### src/rtl/fpu_pkg.sv
// rtl/fpu_pkg.sv - shared FP32 field widths, class encoding and flag indices
package fpu_pkg;

  localparam int FP_W   = 32;
  localparam int EXP_W  = 8;
  localparam int FRAC_W = 23;
  localparam logic [EXP_W-1:0] EXP_MAX = 8'hFF;

  localparam int FLAG_W  = 3;
  localparam int FLAG_NV = 2;
  localparam int FLAG_OF = 1;
  localparam int FLAG_UF = 0;

  typedef enum logic [2:0] {
    ZERO    = 3'd0,
    SUBNORM = 3'd1,
    NORMAL  = 3'd2,
    INF     = 3'd3,
    QNAN    = 3'd4,
    SNAN    = 3'd5
  } fp_class_t;

  function automatic logic is_finite(input fp_class_t c);
    return (c == ZERO) || (c == SUBNORM) || (c == NORMAL);
  endfunction

  function automatic logic is_nonzero_finite(input fp_class_t c);
    return (c == SUBNORM) || (c == NORMAL);
  endfunction

endpackage

### src/rtl/fp_classify.sv
// rtl/fp_classify.sv - combinational FP32 operand/result classifier
module fp_classify
  import fpu_pkg::*;
(
  input  logic [FP_W-1:0] value,
  output fp_class_t       cls
);

  logic [EXP_W-1:0]  exp_f;
  logic [FRAC_W-1:0] frac_f;

  assign exp_f  = value[FP_W-2 -: EXP_W];
  assign frac_f = value[FRAC_W-1:0];

  always_comb begin
    cls = NORMAL;
    if (exp_f == '0) begin
      cls = (frac_f == '0) ? ZERO : SUBNORM;
    end else if (exp_f == EXP_MAX) begin
      if (frac_f == '0)             cls = INF;
      else if (frac_f[FRAC_W-1])    cls = QNAN;
      else                          cls = SNAN;
    end
  end

endmodule

### src/rtl/fp_mult_result_stage.sv
// rtl/fp_mult_result_stage.sv - multiplier result buffer with classification and sticky flags
module fp_mult_result_stage
  import fpu_pkg::*;
#(
  parameter int DEPTH = 2
) (
  input  logic              clk,
  input  logic              rst,
  input  logic              in_valid,
  output logic              in_ready,
  input  logic [FP_W-1:0]   in_data1,
  input  logic [FP_W-1:0]   in_data2,
  input  logic [FP_W-1:0]   in_result,
  output logic              out_valid,
  input  logic              out_ready,
  output logic [FP_W-1:0]   out_result,
  output logic [2:0]        out_class,
  input  logic              flag_clr,
  output logic [FLAG_W-1:0] flags
);

  localparam int PTR_W = $clog2(DEPTH);
  localparam int CNT_W = PTR_W + 1;

  fp_class_t cls_a, cls_b, cls_r;

  fp_classify u_cls_a (.value(in_data1),  .cls(cls_a));
  fp_classify u_cls_b (.value(in_data2),  .cls(cls_b));
  fp_classify u_cls_r (.value(in_result), .cls(cls_r));

  logic [FP_W-1:0] result_mem [DEPTH];
  fp_class_t       class_mem  [DEPTH];
  logic [PTR_W-1:0] wr_ptr, rd_ptr;
  logic [CNT_W-1:0] count;

  logic push, pop;
  logic [FLAG_W-1:0] new_flags;

  // DEPTH is a power of two, so pointers wrap by natural overflow
  assign in_ready   = (count != CNT_W'(DEPTH)) && !rst;
  assign out_valid  = (count != '0);
  assign push       = in_valid && in_ready;
  assign pop        = out_valid && out_ready;
  assign out_result = result_mem[rd_ptr];
  assign out_class  = class_mem[rd_ptr];

  always_comb begin
    new_flags = '0;
    new_flags[FLAG_NV] = (cls_a == SNAN) || (cls_b == SNAN) ||
                         ((cls_a == INF) && (cls_b == ZERO)) ||
                         ((cls_a == ZERO) && (cls_b == INF));
    new_flags[FLAG_OF] = (cls_r == INF) && is_finite(cls_a) && is_finite(cls_b);
    new_flags[FLAG_UF] = ((cls_r == ZERO) || (cls_r == SUBNORM)) &&
                         is_nonzero_finite(cls_a) && is_nonzero_finite(cls_b);
  end

  always_ff @(posedge clk) begin
    if (rst) begin
      wr_ptr <= '0;
      rd_ptr <= '0;
      count  <= '0;
      for (int i = 0; i < DEPTH; i++) begin
        result_mem[i] <= '0;
        class_mem[i]  <= ZERO;
      end
    end else begin
      if (push) begin
        result_mem[wr_ptr] <= in_result;
        class_mem[wr_ptr]  <= cls_r;
        wr_ptr             <= wr_ptr + PTR_W'(1);
      end
      if (pop) begin
        rd_ptr <= rd_ptr + PTR_W'(1);
      end
      case ({push, pop})
        2'b10:   count <= count + CNT_W'(1);
        2'b01:   count <= count - CNT_W'(1);
        default: count <= count;
      endcase
    end
  end

  // a clear and a flag-setting push in the same cycle leave the new flag set
  always_ff @(posedge clk) begin
    if (rst) begin
      flags <= '0;
    end else if (flag_clr || push) begin
      flags <= (flag_clr ? '0 : flags) | (push ? new_flags : '0);
    end
  end

endmodule

### config.mk
export PLATFORM = sky130hd
export DESIGN_NAME = fp_mult_result_stage
export DESIGN_NICKNAME = d
export VERILOG_FILES = /design/src/rtl/fpu_pkg.sv /design/src/rtl/fp_classify.sv /design/src/rtl/fp_mult_result_stage.sv
export SDC_FILE = /design/constraint.sdc
export NUM_CORES = 1
export LEC_CHECK = 0
export CORE_ASPECT_RATIO = 2
export CORE_MARGIN = 5
export CORE_UTILIZATION = 44
export CTS_CLUSTER_SIZE = 14
export DETAILED_ROUTE_END_ITERATION = 10
export GPL_TIMING_DRIVEN = 1
export PLACE_DENSITY = 0.77
export SYNTH_ARGS = -nofsm -noshare
export SYNTH_HDL_FRONTEND = slang
export SYNTH_SLANG_ARGS = --single-unit
### constraint.sdc
create_clock -name clk -period 3.34 [get_ports clk]
set_clock_uncertainty 0.2 [all_clocks]
set_input_delay 0.668 -clock clk [delete_from_list [all_inputs] [get_ports clk]]
set_output_delay 0.668 -clock clk [all_outputs]
set_load 0.01 [all_outputs]
# ---- Word-level counts from Yosys, hierarchy flattened
# Memory sizes are Yosys's and may differ from the RTL's. A register that Yosys moved wholly into a read port is not among the register bits.
# Cells that the tools add are included.
# W data, S select, Z words.
dict set report op_classes {
  add_sub_neg 4
  n_eq_ne 16
  muxes 33
  bitwise_logic 1
  reduce_logical 34
}
# operator n
set ops {}
lappend ops {{$logic_not A23 Y1} 3}
lappend ops {{$mux W3} 12}
lappend ops {{$mux W32} 1}
lappend ops {{$reduce_or A32 Y1} 1}
lappend ops {{$eq A8 B8 Y1 const B} 3}
lappend ops {{$logic_not A8 Y1} 3}
lappend ops {{$mux W1} 19}
lappend ops {{$eq A3 B2 Y1 const B} 5}
lappend ops {{$logic_or A1 B1 Y1} 11}
lappend ops {{$eq A3 B1 Y1 const B} 3}
lappend ops {{$logic_and A1 B1 Y1} 9}
lappend ops {{$logic_not A3 Y1} 3}
lappend ops {{$eq A3 B3 Y1 const B} 2}
lappend ops {{$pmux W2 S2} 1}
lappend ops {{$reduce_bool A2 Y1} 2}
lappend ops {{$or A3 B3 Y3} 1}
lappend ops {{$reduce_or A3 Y1} 1}
lappend ops {{$add A1 B1 Y1 const B} 2}
lappend ops {{$add A2 B1 Y2 const B} 1}
lappend ops {{$eq A2 B1 Y1 const B} 1}
lappend ops {{$eq A2 B2 Y1 const B} 1}
lappend ops {{$ne A2 B2 Y1 const B} 1}
lappend ops {{$sub A2 B1 Y2 const B} 1}
lappend ops {{$logic_not A1 Y1} 1}
dict set report word_totals {
  ram_bits 70
  inputBits 101
  memories 2
  output_inout_bits 40
  regBits 7
  elab_cells 94
}
# name depth word_bits read_ports rd_clocked_by_memory_dff wr line_no
set memory_table {}
lappend memory_table {result_mem 2 32 1 1 2 fp_mult_result_stage.sv:31} ;# logic [FP_W-1:0] result_mem [DEPTH];
lappend memory_table {class_mem 2 3 1 1 2 fp_mult_result_stage.sv:32} ;# fp_class_t class_mem [DEPTH];

# ---- Depth between registers and ports, before layout
dict set report depth {
  ltp_word 11
  mapped_depth 8
}

# ---- Cells and area by module
# A second synthesis with hierarchy kept.
dict set report unflattened {
  cells_unflattened 289
  area_unflattened_um2 3870.0
}
# module instances seq_area_each_um2 cells_per_inst area_each_um2
set by_module_without_submodules {}
lappend by_module_without_submodules {fp_mult_result_stage 1 2262.2 238 3468.3}
lappend by_module_without_submodules {fp_classify 3 0.0 17 133.9}

# ---- Worst setup path before layout
# No wires, ideal clock.
dict set report synth_timing {
  path_kind {input to register}
  startpoint {input rst}
  endpoint {memory class_mem[1][0] in the netlist's numbering (enable)}
  path_stages 6
  t_arrival_ns 2.135
  path_slack_ns 0.612
  required_ns 2.747
  n_path_buf 1
  path_cell_list {inv_2 -> o21a_4 -> and2_4 -> clkbuf_1 -> nand2_1 -> nand2_1}
}
# item line_no
set synth_rtl {}
lappend synth_rtl {{start: declaration} fp_mult_result_stage.sv:8} ;# input logic rst,
lappend synth_rtl {{end: declaration} fp_mult_result_stage.sv:32}

==> results.yml <==
power_and_ir_drop:
  peakVddDrop_uv: 394
  p_leak_nw: 2.18
  power.density_nw_per_um2: 591
  power_mw: 3.27
clocking:
  path_clk_slew_ps: 60
  cts.sinks: 78
  cts_max_path_buffers: 2
  htree_levels: 3
  cts-root-buf: "clkbuf_16"
  cts_buffers: 9
  insertion_delay_ps: 330
  post-cts-setup-buffers: 0
  cts_hold_buf: 0
  cts_tree: "yes"
  ctsResizeCount: 0
placed_design:
  place_congestion: 0.770
  portBuffers: 138
  place_ws_ps: 518
  place_hpwl_mm: 7.19
  post_dp_cell_area_um2: 5170
worst_hold_path:
  hp-class: "reg2reg"
critical_path:
  required_ps: 2470
  startpoint_type: "register"
  path_cells: "buf_4 -> mux2_2 -> clkdlybuf4s50_1"
  critical_path_arrival_ps: 1980
  slowest_delay_ps: 490
  critPathKind: "reg2out"
  path_delay_family: "buffers and inverters"
  path_max_fanout: 35
  cp_num_buf_inv: 2
  critPathCaptureType: "output pin"
  crit_path_top_delay_cell: "clkdlybuf4s50_1"
floorplanning:
  fp.dieH_um: 140
  die_area_um2: 10400
  core_um2: 8230
  pin_count: 141
  initial_core_util: 0.448
  die-width_um: 74.8
  std_cell_rows: 47
routing:
  firstDrtPassIters: 4
  drc: 0
  drtAntennaViolNets: 0
  first_iter_violations: 155
  num_vias: 2943
  routed_wl_mm: 9.62
  wl_per_cell_um: 18.2
  post_drt_via_cell_ratio: 5.57
grt:
  grt_usage: 0.191
  grt_max_degree: 52
  grt_overflow: 0
  grt_antenna_before_repair: 0
  grt_pass1_vias: 3141
  grt_pass1_wl_mm: 14.6
logic_synthesis:
  synth_edf_count: 70
  synthArstFlopShare: 0
  seq_area_frac_synth: 0.613
  ys_ff_latch: 78
  synth_cells: 287
  avgSynthCellArea_um2: 12.9
  synth-main-ff-cell: "edfxtp_1"
  netlist_area_um2: 3690
  yosys_warnings: 0
  syn-num-nets: 389
  synth.distinct_cells: 34
timing:
  worst_pin_slew_ps: 843
  min_period_ps: 2840
  max_clock_freq_mhz: 352
  rsz0062_at_grt: "false"
  finalMaxSlewViolations: 0
  period_share: 0.852
  slew_headroom: 0.438
  final_hold_viol_count: 0
  setup-violations-final: 0
  setup_tns_ps: 0
  finalWorstSetupSlack_ps: 496
final_layout:
  insertedDiodeCount: 0
  final_common_cell: "clkdlybuf4s50_1"
  nets: 527
  syn2layout_area_growth_pct: 49.8
  drive_above_1_share: 0.153
  stdcell_area_um2: 5530
  final_cell_mix: "138 x clkdlybuf4s50_1, 70 x edfxtp_1, 63 x and3_1"
run:
  maxCapViolCount: 0
run_status:
  status: "finished clean"
[synth_stat cells, types with 2 or more instances]
library cell  instances  area [um^2]
nor2_1               15         56.3
inv_2                 2         7.51
clkbuf_1             10         37.5
nand2_1              14         52.6
a21oi_1               3         15.0
xnor2_1               2         17.5
and3_1               63          394
nor4_1               19          119
o21ai_1               2         10.0
nor3_1                7         35.0
edfxtp_1             70         2100
dfxtp_1               8          160
inv_1                 2         7.51
nand4_1              10         62.6
buf_6                 4         45.0
mux2_2               35          394
o21ai_0               2         10.0
buf_2                 3         15.0
[per-stage QoR]
step           hold slack (ps)  utilization  instances
3_3_place_gp               226        0.628        512
2_1_floorplan              260            -        287
6_report                   250        0.672        528
4_1_cts                    252        0.672        528
3_5_place_dp               241        0.628        512
5_1_grt                    269        0.672        528
[routing by layer]
metal  vias up  part of all wire  track usage
met4         0             0.049        0.115
met1      1397              0.31        0.166
met2       130              0.57        0.359
met3        28             0.075       0.0498
met5         -                 0            0
li1       1388                 -            -
[worst paths after layout]
kind              cells after the start  slack (ps)      from           endpoint
setup / recovery                      3         500  register     out_result[22]
hold / removal                        2         250  flags[1]           flags[1]
setup reg to reg                      4        1170    wr_ptr  result_mem[0][21]
hold reg to reg                       2         250  flags[1]           flags[1]
[cells by family (layout without fill, tap and decap cells)]
group	count (synthesis)	after routing	synth area share
adder cells (fa/ha/maj)	1	1	0.00339
multiplexers	35	35	0.107
buffers and inverters	21	164	0.0305
AND/OR/NAND/NOR	137	137	0.216
XOR/XNOR	3	3	0.00712
flip-flops	78	78	0.613
AO/OA/AOI/OAI	12	12	0.0237
[sequential cells by signal (all words and copies together), names as in the netlist, named ones only]
signal / flops
class_mem: 6
count: 2
flags: 3
rd_ptr: 1
result_mem: 64
wr_ptr: 1
[worst register-to-register path, stage by stage, from the launching register on]
cell     delay [ps]
dfxtp_1         310
inv_1           610
nand2_1         290
nand2_1         200
buf_12          230
[where the power goes]
part           switching [mW]  leakage, nW  internal (mW)
combinational           0.383         1.21          0.521
sequential             0.0337        0.798           1.17
clock                   0.355        0.173          0.801
[layout make-up]
type	count	area, um^2
multi-input combinational	188	1320
clock inverter	7	136
fill	657	2700
tap	98	123
sequential	78	2260
clock buffer	9	225
timing repair buffer	144	1450
inverter	4	15.0
Power figures use the tool's default switching activity.
